### config.mk
export PLATFORM = sky130hd
export DESIGN_NAME = ex_mem_pipe_reg_flat
export DESIGN_NICKNAME = d
export VERILOG_FILES = /design/src/rtl/ex_mem_pipe_reg_if.sv /design/src/rtl/ex_mem_pipe_reg.sv /design/src/flat_wrapper.sv
export SDC_FILE = /design/constraint.sdc
export NUM_CORES = 1
export LEC_CHECK = 0
export BUFFER_PORTS_ARGS = -buffer_cell sky130_fd_sc_hd__buf_2
export CAP_MARGIN = 20
export CORE_ASPECT_RATIO = 1.1
export CORE_UTILIZATION = 50
export CTS_BUF_LIST = sky130_fd_sc_hd__clkbuf_4 sky130_fd_sc_hd__clkbuf_8
export CTS_CLUSTER_DIAMETER = 60
export DETAILED_ROUTE_END_ITERATION = 6
export PLACE_DENSITY = 0.78
export SYNTH_ARGS = -nofsm -noshare
export SYNTH_HDL_FRONTEND = slang
export SYNTH_SLANG_ARGS = --single-unit
### constraint.sdc
create_clock -name Clk -period 1.8 [get_ports Clk]
set_clock_uncertainty 0.15 [all_clocks]
set_input_delay 0.09 -clock Clk [delete_from_list [all_inputs] [get_ports Clk]]
set_output_delay 0.09 -clock Clk [all_outputs]
set_load 0.02 [all_outputs]
### src/rtl/ex_mem_pipe_reg_if.sv
`default_nettype none
// ---------------------------------------------------------------------------
// ex_mem_pipe_reg_if : valid/ready bus carrying one EX/MEM pipeline entry
// Revision: 1.0
// ---------------------------------------------------------------------------
interface ex_mem_pipe_reg_if #(
   parameter int DATA_W = 32,
   parameter int REG_W  = 5
);
   logic              Valid;
   logic              Ready;
   logic              WBrw;
   logic              WBmtoreg;
   logic              Branch;
   logic              MemRead;
   logic              MemWrite;
   logic [DATA_W-1:0] addResult;
   logic              zero;
   logic [DATA_W-1:0] ALUResult;
   logic [DATA_W-1:0] readData2;
   logic [REG_W-1:0]  ExtoMemWB;

   modport master (
      output Valid, WBrw, WBmtoreg, Branch, MemRead, MemWrite,
             addResult, zero, ALUResult, readData2, ExtoMemWB,
      input  Ready
   );

   modport slave (
      input  Valid, WBrw, WBmtoreg, Branch, MemRead, MemWrite,
             addResult, zero, ALUResult, readData2, ExtoMemWB,
      output Ready
   );
endinterface
`default_nettype wire

### src/rtl/ex_mem_pipe_reg.sv
`default_nettype none
// ---------------------------------------------------------------------------
// ex_mem_pipe_reg : EX/MEM pipeline register, optional skid, flush, stall count
// Revision: 1.0
// ---------------------------------------------------------------------------
module ex_mem_pipe_reg #(
   parameter int DATA_W = 32,
   parameter int REG_W  = 5,
   parameter int SKID   = 1,
   parameter int CNT_W  = 16
) (
   input  wire logic             Clk,
   input  wire logic             Rst,
   input  wire logic             Flush,
   ex_mem_pipe_reg_if.slave      ex_side,
   ex_mem_pipe_reg_if.master     mem_side,
   output logic                  OutPCSrc,
   output logic [CNT_W-1:0]      StallCnt
);

   typedef struct packed {
      logic              wb_rw;
      logic              wb_mtoreg;
      logic              branch;
      logic              mem_read;
      logic              mem_write;
      logic [DATA_W-1:0] add_result;
      logic              zero;
      logic [DATA_W-1:0] alu_result;
      logic [DATA_W-1:0] read_data2;
      logic [REG_W-1:0]  dest;
   } entry_t;

   localparam logic [CNT_W-1:0] c_CNT_MAX = '1;

   entry_t           w_in_entry;
   entry_t           r_main;
   logic             w_out_valid;
   logic             w_in_ready;
   logic             w_accept;
   logic             w_emit;
   logic [CNT_W-1:0] r_stall_cnt;

   assign w_in_entry = '{
      wb_rw:      ex_side.WBrw,
      wb_mtoreg:  ex_side.WBmtoreg,
      branch:     ex_side.Branch,
      mem_read:   ex_side.MemRead,
      mem_write:  ex_side.MemWrite,
      add_result: ex_side.addResult,
      zero:       ex_side.zero,
      alu_result: ex_side.ALUResult,
      read_data2: ex_side.readData2,
      dest:       ex_side.ExtoMemWB
   };

   assign w_accept = ex_side.Valid & w_in_ready;
   assign w_emit   = w_out_valid & mem_side.Ready;

   generate
      if (SKID != 0) begin : g_skid
         typedef enum logic [1:0] {
            ST_EMPTY = 2'd0,
            ST_ONE   = 2'd1,
            ST_FULL  = 2'd2
         } state_t;

         state_t r_state;
         state_t w_state_nxt;
         entry_t r_skid;
         logic   w_load_main_in;
         logic   w_load_main_skid;
         logic   w_load_skid;

         always_ff @(posedge Clk) begin
            if (Rst) begin
               r_state <= ST_EMPTY;
            end else begin
               r_state <= w_state_nxt;
            end
         end

         always_comb begin
            w_state_nxt      = r_state;
            w_load_main_in   = 1'b0;
            w_load_main_skid = 1'b0;
            w_load_skid      = 1'b0;
            if (Flush) begin
               w_state_nxt = ST_EMPTY;
            end else begin
               case (r_state)
                  ST_EMPTY: begin
                     if (w_accept) begin
                        w_state_nxt    = ST_ONE;
                        w_load_main_in = 1'b1;
                     end
                  end
                  ST_ONE: begin
                     if (w_accept && w_emit) begin
                        w_load_main_in = 1'b1;
                     end else if (w_accept) begin
                        w_state_nxt = ST_FULL;
                        w_load_skid = 1'b1;
                     end else if (w_emit) begin
                        w_state_nxt = ST_EMPTY;
                     end
                  end
                  ST_FULL: begin
                     // Skid entry is older than anything upstream, so it moves up first.
                     if (w_emit) begin
                        w_state_nxt      = ST_ONE;
                        w_load_main_skid = 1'b1;
                     end
                  end
                  default: w_state_nxt = ST_EMPTY;
               endcase
            end
         end

         always_ff @(posedge Clk) begin
            if (Rst) begin
               r_main <= '0;
               r_skid <= '0;
            end else begin
               if (w_load_main_in) begin
                  r_main <= w_in_entry;
               end else if (w_load_main_skid) begin
                  r_main <= r_skid;
               end
               if (w_load_skid) begin
                  r_skid <= w_in_entry;
               end
            end
         end

         assign w_out_valid = (r_state != ST_EMPTY);
         assign w_in_ready  = !Rst && (r_state != ST_FULL);
      end else begin : g_flat
         logic r_valid;

         always_ff @(posedge Clk) begin
            if (Rst) begin
               r_valid <= 1'b0;
               r_main  <= '0;
            end else if (Flush) begin
               r_valid <= 1'b0;
            end else if (w_accept) begin
               r_valid <= 1'b1;
               r_main  <= w_in_entry;
            end else if (w_emit) begin
               r_valid <= 1'b0;
            end
         end

         assign w_out_valid = r_valid;
         assign w_in_ready  = !Rst && (!r_valid || mem_side.Ready);
      end
   endgenerate

   always_ff @(posedge Clk) begin
      if (Rst) begin
         r_stall_cnt <= '0;
      end else if (w_out_valid && !mem_side.Ready && !Flush && (r_stall_cnt != c_CNT_MAX)) begin
         r_stall_cnt <= r_stall_cnt + CNT_W'(1);
      end
   end

   assign ex_side.Ready      = w_in_ready;
   assign mem_side.Valid     = w_out_valid;
   // Control bits are gated so an empty stage looks like a bubble downstream.
   assign mem_side.WBrw      = w_out_valid & r_main.wb_rw;
   assign mem_side.WBmtoreg  = w_out_valid & r_main.wb_mtoreg;
   assign mem_side.Branch    = w_out_valid & r_main.branch;
   assign mem_side.MemRead   = w_out_valid & r_main.mem_read;
   assign mem_side.MemWrite  = w_out_valid & r_main.mem_write;
   assign mem_side.addResult = r_main.add_result;
   assign mem_side.zero      = r_main.zero;
   assign mem_side.ALUResult = r_main.alu_result;
   assign mem_side.readData2 = r_main.read_data2;
   assign mem_side.ExtoMemWB = r_main.dest;
   assign OutPCSrc           = w_out_valid & r_main.branch & r_main.zero;
   assign StallCnt           = r_stall_cnt;

endmodule
`default_nettype wire

### src/flat_wrapper.sv
// flat-port wrapper written by rule: the top's interface ports become plain ports
module ex_mem_pipe_reg_flat 
#(
   parameter int DATA_W = 32,
   parameter int REG_W  = 5,
   parameter int SKID   = 1,
   parameter int CNT_W  = 16
)
  (Clk, Rst, Flush, OutPCSrc, StallCnt, ex_side_Valid, ex_side_WBrw, ex_side_WBmtoreg, ex_side_Branch, ex_side_MemRead, ex_side_MemWrite, ex_side_addResult, ex_side_zero, ex_side_ALUResult, ex_side_readData2, ex_side_ExtoMemWB, ex_side_Ready, mem_side_Valid, mem_side_WBrw, mem_side_WBmtoreg, mem_side_Branch, mem_side_MemRead, mem_side_MemWrite, mem_side_addResult, mem_side_zero, mem_side_ALUResult, mem_side_readData2, mem_side_ExtoMemWB, mem_side_Ready);
  ex_mem_pipe_reg_if #(.DATA_W(DATA_W), .REG_W(REG_W)) ex_side_i ();
  ex_mem_pipe_reg_if #(.DATA_W(DATA_W), .REG_W(REG_W)) mem_side_i ();
  input  wire logic Clk;
  input  wire logic Rst;
  input  wire logic Flush;
  output logic OutPCSrc;
  output logic [CNT_W-1:0] StallCnt;
  input wire logic [$bits(ex_side_i.Valid)-1:0] ex_side_Valid;
  input wire logic [$bits(ex_side_i.WBrw)-1:0] ex_side_WBrw;
  input wire logic [$bits(ex_side_i.WBmtoreg)-1:0] ex_side_WBmtoreg;
  input wire logic [$bits(ex_side_i.Branch)-1:0] ex_side_Branch;
  input wire logic [$bits(ex_side_i.MemRead)-1:0] ex_side_MemRead;
  input wire logic [$bits(ex_side_i.MemWrite)-1:0] ex_side_MemWrite;
  input wire logic [$bits(ex_side_i.addResult)-1:0] ex_side_addResult;
  input wire logic [$bits(ex_side_i.zero)-1:0] ex_side_zero;
  input wire logic [$bits(ex_side_i.ALUResult)-1:0] ex_side_ALUResult;
  input wire logic [$bits(ex_side_i.readData2)-1:0] ex_side_readData2;
  input wire logic [$bits(ex_side_i.ExtoMemWB)-1:0] ex_side_ExtoMemWB;
  output wire logic [$bits(ex_side_i.Ready)-1:0] ex_side_Ready;
  output wire logic [$bits(mem_side_i.Valid)-1:0] mem_side_Valid;
  output wire logic [$bits(mem_side_i.WBrw)-1:0] mem_side_WBrw;
  output wire logic [$bits(mem_side_i.WBmtoreg)-1:0] mem_side_WBmtoreg;
  output wire logic [$bits(mem_side_i.Branch)-1:0] mem_side_Branch;
  output wire logic [$bits(mem_side_i.MemRead)-1:0] mem_side_MemRead;
  output wire logic [$bits(mem_side_i.MemWrite)-1:0] mem_side_MemWrite;
  output wire logic [$bits(mem_side_i.addResult)-1:0] mem_side_addResult;
  output wire logic [$bits(mem_side_i.zero)-1:0] mem_side_zero;
  output wire logic [$bits(mem_side_i.ALUResult)-1:0] mem_side_ALUResult;
  output wire logic [$bits(mem_side_i.readData2)-1:0] mem_side_readData2;
  output wire logic [$bits(mem_side_i.ExtoMemWB)-1:0] mem_side_ExtoMemWB;
  input wire logic [$bits(mem_side_i.Ready)-1:0] mem_side_Ready;
  assign ex_side_i.Valid = ex_side_Valid;
  assign ex_side_i.WBrw = ex_side_WBrw;
  assign ex_side_i.WBmtoreg = ex_side_WBmtoreg;
  assign ex_side_i.Branch = ex_side_Branch;
  assign ex_side_i.MemRead = ex_side_MemRead;
  assign ex_side_i.MemWrite = ex_side_MemWrite;
  assign ex_side_i.addResult = ex_side_addResult;
  assign ex_side_i.zero = ex_side_zero;
  assign ex_side_i.ALUResult = ex_side_ALUResult;
  assign ex_side_i.readData2 = ex_side_readData2;
  assign ex_side_i.ExtoMemWB = ex_side_ExtoMemWB;
  assign ex_side_Ready = ex_side_i.Ready;
  assign mem_side_Valid = mem_side_i.Valid;
  assign mem_side_WBrw = mem_side_i.WBrw;
  assign mem_side_WBmtoreg = mem_side_i.WBmtoreg;
  assign mem_side_Branch = mem_side_i.Branch;
  assign mem_side_MemRead = mem_side_i.MemRead;
  assign mem_side_MemWrite = mem_side_i.MemWrite;
  assign mem_side_addResult = mem_side_i.addResult;
  assign mem_side_zero = mem_side_i.zero;
  assign mem_side_ALUResult = mem_side_i.ALUResult;
  assign mem_side_readData2 = mem_side_i.readData2;
  assign mem_side_ExtoMemWB = mem_side_i.ExtoMemWB;
  assign mem_side_i.Ready = mem_side_Ready;
  ex_mem_pipe_reg #(.DATA_W(DATA_W), .REG_W(REG_W), .SKID(SKID), .CNT_W(CNT_W)) u_core (.Clk(Clk), .Rst(Rst), .Flush(Flush), .ex_side(ex_side_i), .mem_side(mem_side_i), .OutPCSrc(OutPCSrc), .StallCnt(StallCnt));
endmodule
# == Word-level counts from Yosys, hierarchy flattened ==
# Index checks and enable logic that the tools add are counted.
# classes
addsub,1
eq_ne,8
muxes,18
bitwise_logic,8
n_reduce_logical,13
# ops
cell,n
2-to-1 mux 107 bit,2
"adder 16 x 1 -> 16 bit, second input constant",1
"!= test 16 bit, second input constant",1
2-to-1 mux 2 bit,5
2-to-1 mux 1 bit,9
bitwise AND 1 bit,8
one-hot mux 2 bit (3 select lines),1
logical AND 1 bit,5
"!= test 2 x 1 -> 1 bit, second input constant",2
"!= test 2 bit, second input constant",2
AND reduction 4 bit,1
nonzero test 2 bit,2
logical NOT 1 bit,3
"!= test 3 x 1 -> 1 bit, second input constant",1
"equality test 2 x 1 -> 1 bit, second input constant",1
"equality test 2 bit, second input constant",1
logical NOT 2 bit,1
one-hot mux 1 bit (2 select lines),1
OR reduction 2 bit,1
# totals
regBits,232
in_bits,112
word_cells,70

# == Logic depth before layout (Yosys ltp) ==
# logic_depth
ltp_word,8
depth_mapped,8
depth_no_buf,5

# == Least setup slack after synthesis ==
# No wires, ideal clock.
# synth_path
path_type,register to register
start,reg u_core.r_stall_cnt[2] (netlist: u_core.StallCnt[2])
end,reg u_core.r_stall_cnt[9] (netlist: u_core.StallCnt[9])
setup_time_ps,70
arrival_time_ps,1922
slack_ps,-342
path_stages_with_launch,6
path_buffers,1
period_less_slack_ps,2142
cell_sequence,dfxtp_1 -> nand4_1 -> or4_1 -> buf_2 -> or4_1 -> a21oi_1
# synth_between
elab_chain_cells,2
elab_cells_between_ends,3
cone_classes,add/sub (1); eq/ne (1); reduce/logical (1)
# synth_lines
item,line,text
from (decl),ex_mem_pipe_reg.sv:42,logic [CNT_W-1:0] r_stall_cnt;
from (signal assigned),ex_mem_pipe_reg.sv:164,r_stall_cnt <= r_stall_cnt + CNT_W'(1);
branches (longest 2 deep; another with adder 16 x 1 -> 16 bit),--,
# Parallel ways; which one is timed is not known.
# A chain may end at the register's enable or synchronous reset.

# == Worst setup path in the final report ==
# layout_path
start,reg u_core.g_skid.r_state[1]
end,reg u_core.g_skid.r_skid[24] (netlist bit)
# layout_between
elab_chain_cells,7
elab_cells_between_ends,11
cone_classes,eq/ne (2); mux (4); bitwise (2); reduce/logical (3)
# layout_lines
item,line,text
from (decl),ex_mem_pipe_reg.sv:68,state_t r_state;
from (signal assigned),ex_mem_pipe_reg.sv:79,r_state <= w_state_nxt;
!= test 2 bit,ex_mem_pipe_reg.sv:137,assign w_in_ready = !Rst && (r_state != ST_FULL);
logical AND 1 bit,ex_mem_pipe_reg.sv:137,
bitwise AND 1 bit,ex_mem_pipe_reg.sv:57,assign w_accept = ex_side.Valid & w_in_ready;
2-to-1 mux 1 bit or logical AND 1 bit (tied branches),"ex_mem_pipe_reg.sv:101, ex_mem_pipe_reg.sv:99",
2-to-1 mux 1 bit,ex_mem_pipe_reg.sv:99,if (w_accept && w_emit) begin
2-to-1 mux 1 bit *,ex_mem_pipe_reg.sv:91,case (r_state)
2-to-1 mux 1 bit *,ex_mem_pipe_reg.sv:88,if (Flush) begin
to (signal assigned),ex_mem_pipe_reg.sv:131,r_skid <= w_in_entry;
to (decl),ex_mem_pipe_reg.sv:70,entry_t r_skid;
# Mark *: on every way between the ends. The rest lies on a longest branch, timed or not.

==> flow_summary_export.csv <==
group,metric,value,unit
place,port_buffers,237,
worst_setup_path,cpPeakStageDelay,0.36,ns
clock_network,htreeDepth,2,
synth,ys_ff_latch,232,
power_and_ir_drop,leakage,5.58,nW
drt,wl,35400,µm
worst_setup_path,endpoint_kind,"register",
sta,fin_setup_tns,-7.98,ns
clock_network,numCtsBuffers,38,
worst_setup_path,worstPathArrival,2.26,ns
synth,synth_nets,1280,
sta,post-route-period-util,109,%
synth,synthAdderAreaFrac,0.125,%
final_layout,layout-drive-gt1-share,37.9,%
worst_setup_path,start_kind,"register",
die,placementRows,53,
worst_hold_path,worstHoldPathType,"input pin to register",
final_layout,post-route-cell-area,14600,µm²
place,gp_congestion,0.882,
synth,avgSynthCellArea,8.60,µm²
drt,antenna_left,0,
sta,worst_pin_slew,0.690,ns
global_routing,grt_max_degree,140,
synth,synth_edf_count,0,
drt,remaining_drc_errors,0,
sta,hold_ws,-0.00713,ns
clock_network,clock_path_buffers,3,
worst_setup_path,critPathRequiredTime,2.09,ns
drt,vias,10097,
worst_setup_path,cp_max_fo,17,
final_layout,fill_cells,1189,
job,cap_violations,0,
drt,viasPerCell,5.81,
worst_hold_path,hold_depth,4,
sta,fmax,507,MHz
die,pin_count,238,
clock_network,clk_pin_slew,0.07,ns
worst_setup_path,crit_chain,"buf_6, nor4b_4, nor3b_4, buf_6, buf_6, buf_12, nand2_2, a21oi_2",
synth,synth_mux_area_share,10.8,%
global_routing,overflow,0,
run_status,violations,"hold timing, setup timing",
sta,rsz0062_at_grt,"true",
global_routing,grt_pass1_wl,47000,µm
die,core,19400,µm²
global_routing,grtUsageTotal,28.9,%
synth,ys.flop_type,"dfxtp_1",
final_layout,final_cells,1739,
power_and_ir_drop,vdd_drop_max,0.000794,V
final_layout,fin_nets,1582,
synth,synth.distinct_cells,42,
worst_setup_path,slowest_stage,"dfxtp_4",
sta,post-route-worst-setup-slack,-0.171,ns
global_routing,antenna_found_initial,0,
place,hpwlAfterDp,15600,µm
clock_network,ctsHoldBuffers,111,
drt,initialDrtViolationCount,638,
run_status,status,"complete, but fails checks",
synth,syn_inst,1167,
place,placed_cells,1519,
sta,setup_viol,195,
drt,drtPass1Iterations,5,
global_routing,grt_pass1_vias,9221,
power_and_ir_drop,powerDensity,775,nW/µm²
synth,synthXorXnorAreaFrac,0,%
clock_network,cts_tree,"built",
synth,ys_seq_area_share,46.3,%
die,start_util,51.8,%
worst_setup_path,crit_path_frequent_cell,"buf_6",
clock_network,cts_num_sinks,232,
synth,async_flop_share,0,%
synth,synth_top_family_by_area,"compound AO/OA/AOI/OAI gates",
synth,ys_warn_count,0,
synth,synthSimpleGateAreaFrac,15.6,%
worst_setup_path,rr_worst_depth,8,
clock_network,clock_latency,0.52,ns
final_layout,area_delta_synth_final,45.9,%
sta,finalHoldViolations,1,
synth,syn_area,10000,µm²
sta,period_needed,1.97,ns
worst_setup_path,criticalPathCategory,"register to register",
sta,finalMaxSlewViolations,0,
sta,slew_headroom,54.0,%
die,die_h,151,µm
die,dieWidth,137,µm
place,dpl_cell_area,11100,µm²
clock_network,cts_root_buffer,"clkbuf_8",
synth,synth_compound_area_share,15.7,%
die,die-area,20600,µm²
drt,wl_per_cell,20.3,µm
final timing paths:
| path | end | startpoint | slack [ns] |
|---|---|---|---|
| worst max-delay path | u_core.g_skid.r_skid[24] | u_core.g_skid.r_state[1] | -0.17 |
| worst min-delay path | u_core.StallCnt[15] | mem_side_Ready | -0.007 |
| worst max register to register | u_core.g_skid.r_skid[24] | u_core.g_skid.r_state[1] | -0.17 |
| worst min register to register | u_core.g_skid.r_skid[105] | u_core.g_skid.r_skid[105] | 0.31 |
synthesized netlist by cell type, drive strengths merged (6+ instances only):
master,count,area [µm²]
a21oi,120,601
dfxtp,232,4640
clkbuf,70,263
nand2,219,822
mux2i,107,1070
a211oi,107,803
inv,7,26.3
o31ai,7,52.6
nor2,110,413
nand3,6,30.0
buf,120,862
or4,10,75.1
where the power goes:
part	switching, mW	total, mW	internal (mW)	leakage [nW]
sequential	0.0927	5.36	5.26	1.89
clock	2.12	4.67	2.55	0.400
combinational	0.717	1.31	0.593	3.29
stage by stage:
step	hold WS (ns)	util (%)	total power, mW	setup WS, ns
6_report	-0.00713	75.6	11.3	-0.171
5_1_grt	-0.00550	75.6	11.7	-0.283
4_1_cts	-0.0760	70.4	11.2	-0.0586
3_5_place_dp	0.197	57.3	6.32	-0.207
3_3_place_gp	0.192	57.3	6.31	-0.181
2_1_floorplan	0.0162	-	6.08	-0.135
timing repair:
item	4_1_cts	5_1_grt
pin swaps	37	10
endpoints found under the hold margin	221	1
gates resized for setup	84	138
cloned	9	21
endpoints found under the setup margin	224	233
setup buffers	12	4
final cells by class:
class	count	area [µm²]	share of cell area [%]
well taps	247	309	2.11
diodes	1	2.50	0.0171
flip-flops and latches	232	4680	32.0
repair buffers	452	3950	27.0
inverters	7	28.8	0.197
clock inverters	5	31.3	0.214
clock buffers	57	722	4.93
multi-input cells	738	4920	33.6
metal layers:
| layer | up-vias | part of all wire (%) | track usage [%] |
|---|---|---|---|
| li1 | 4531 | - | - |
| met1 | 4753 | 36 | 32.6 |
| met2 | 651 | 50 | 49.3 |
| met3 | 162 | 9.2 | 8.32 |
| met4 | 0 | 5.0 | 14.7 |
| met5 | - | 0 | 0 |
worst max-delay path: cells and delay by family (launching register included):
family,cells,cell delay [ns]
AND/OR/NAND/NOR,3,0.62
buffers and inverters,4,0.55
flip-flops,1,0.36
AO/OA/AOI/OAI,1,0.19
cells by family (layout without fill, tap and decap cells):
kind of cell | count (synthesis) | in the layout
DFF | 232 | 232
buffers and inverters | 197 | 521
adders and majority gates | 1 | 1
muxes | 108 | 108
AOI/OAI and AO/OA | 249 | 249
and+or+nand+nor | 380 | 380
other | 0 | 1
cell usage in the layout, fill, tap and decap left out, drive strengths merged, types with 2 or more instances in the layout:
cell type,netlist,final
dfxtp,232,232
and2,5,5
a21oi,120,120
inv,7,8
nand3,6,6
nand2,219,219
or2,4,4
nor3,4,4
nor2,110,110
nand4,3,3
nor2b,3,3
nor3b,2,2
nor4,4,4
dlygate4sd3,0,111
or4,10,10
clkinv,0,3
clkbuf,70,72
a211oi,107,107
o41ai,3,3
o31ai,7,7
mux2i,107,107
o21ai,5,5
buf,120,326
or3,3,3
sequential cells by signal, summed over array words and instances, names as in the netlist:
register                   count
u_core.g_skid.r_skid         107
u_core.mem_side.ALUResult     32
u_core.mem_side.addResult     32
u_core.mem_side.readData2     32
u_core.StallCnt               16
u_core.mem_side.ExtoMemWB      5
u_core.r_main                  5
u_core.g_skid.r_state          2
u_core.mem_side.zero           1
Power figures use the tool's default switching activity.
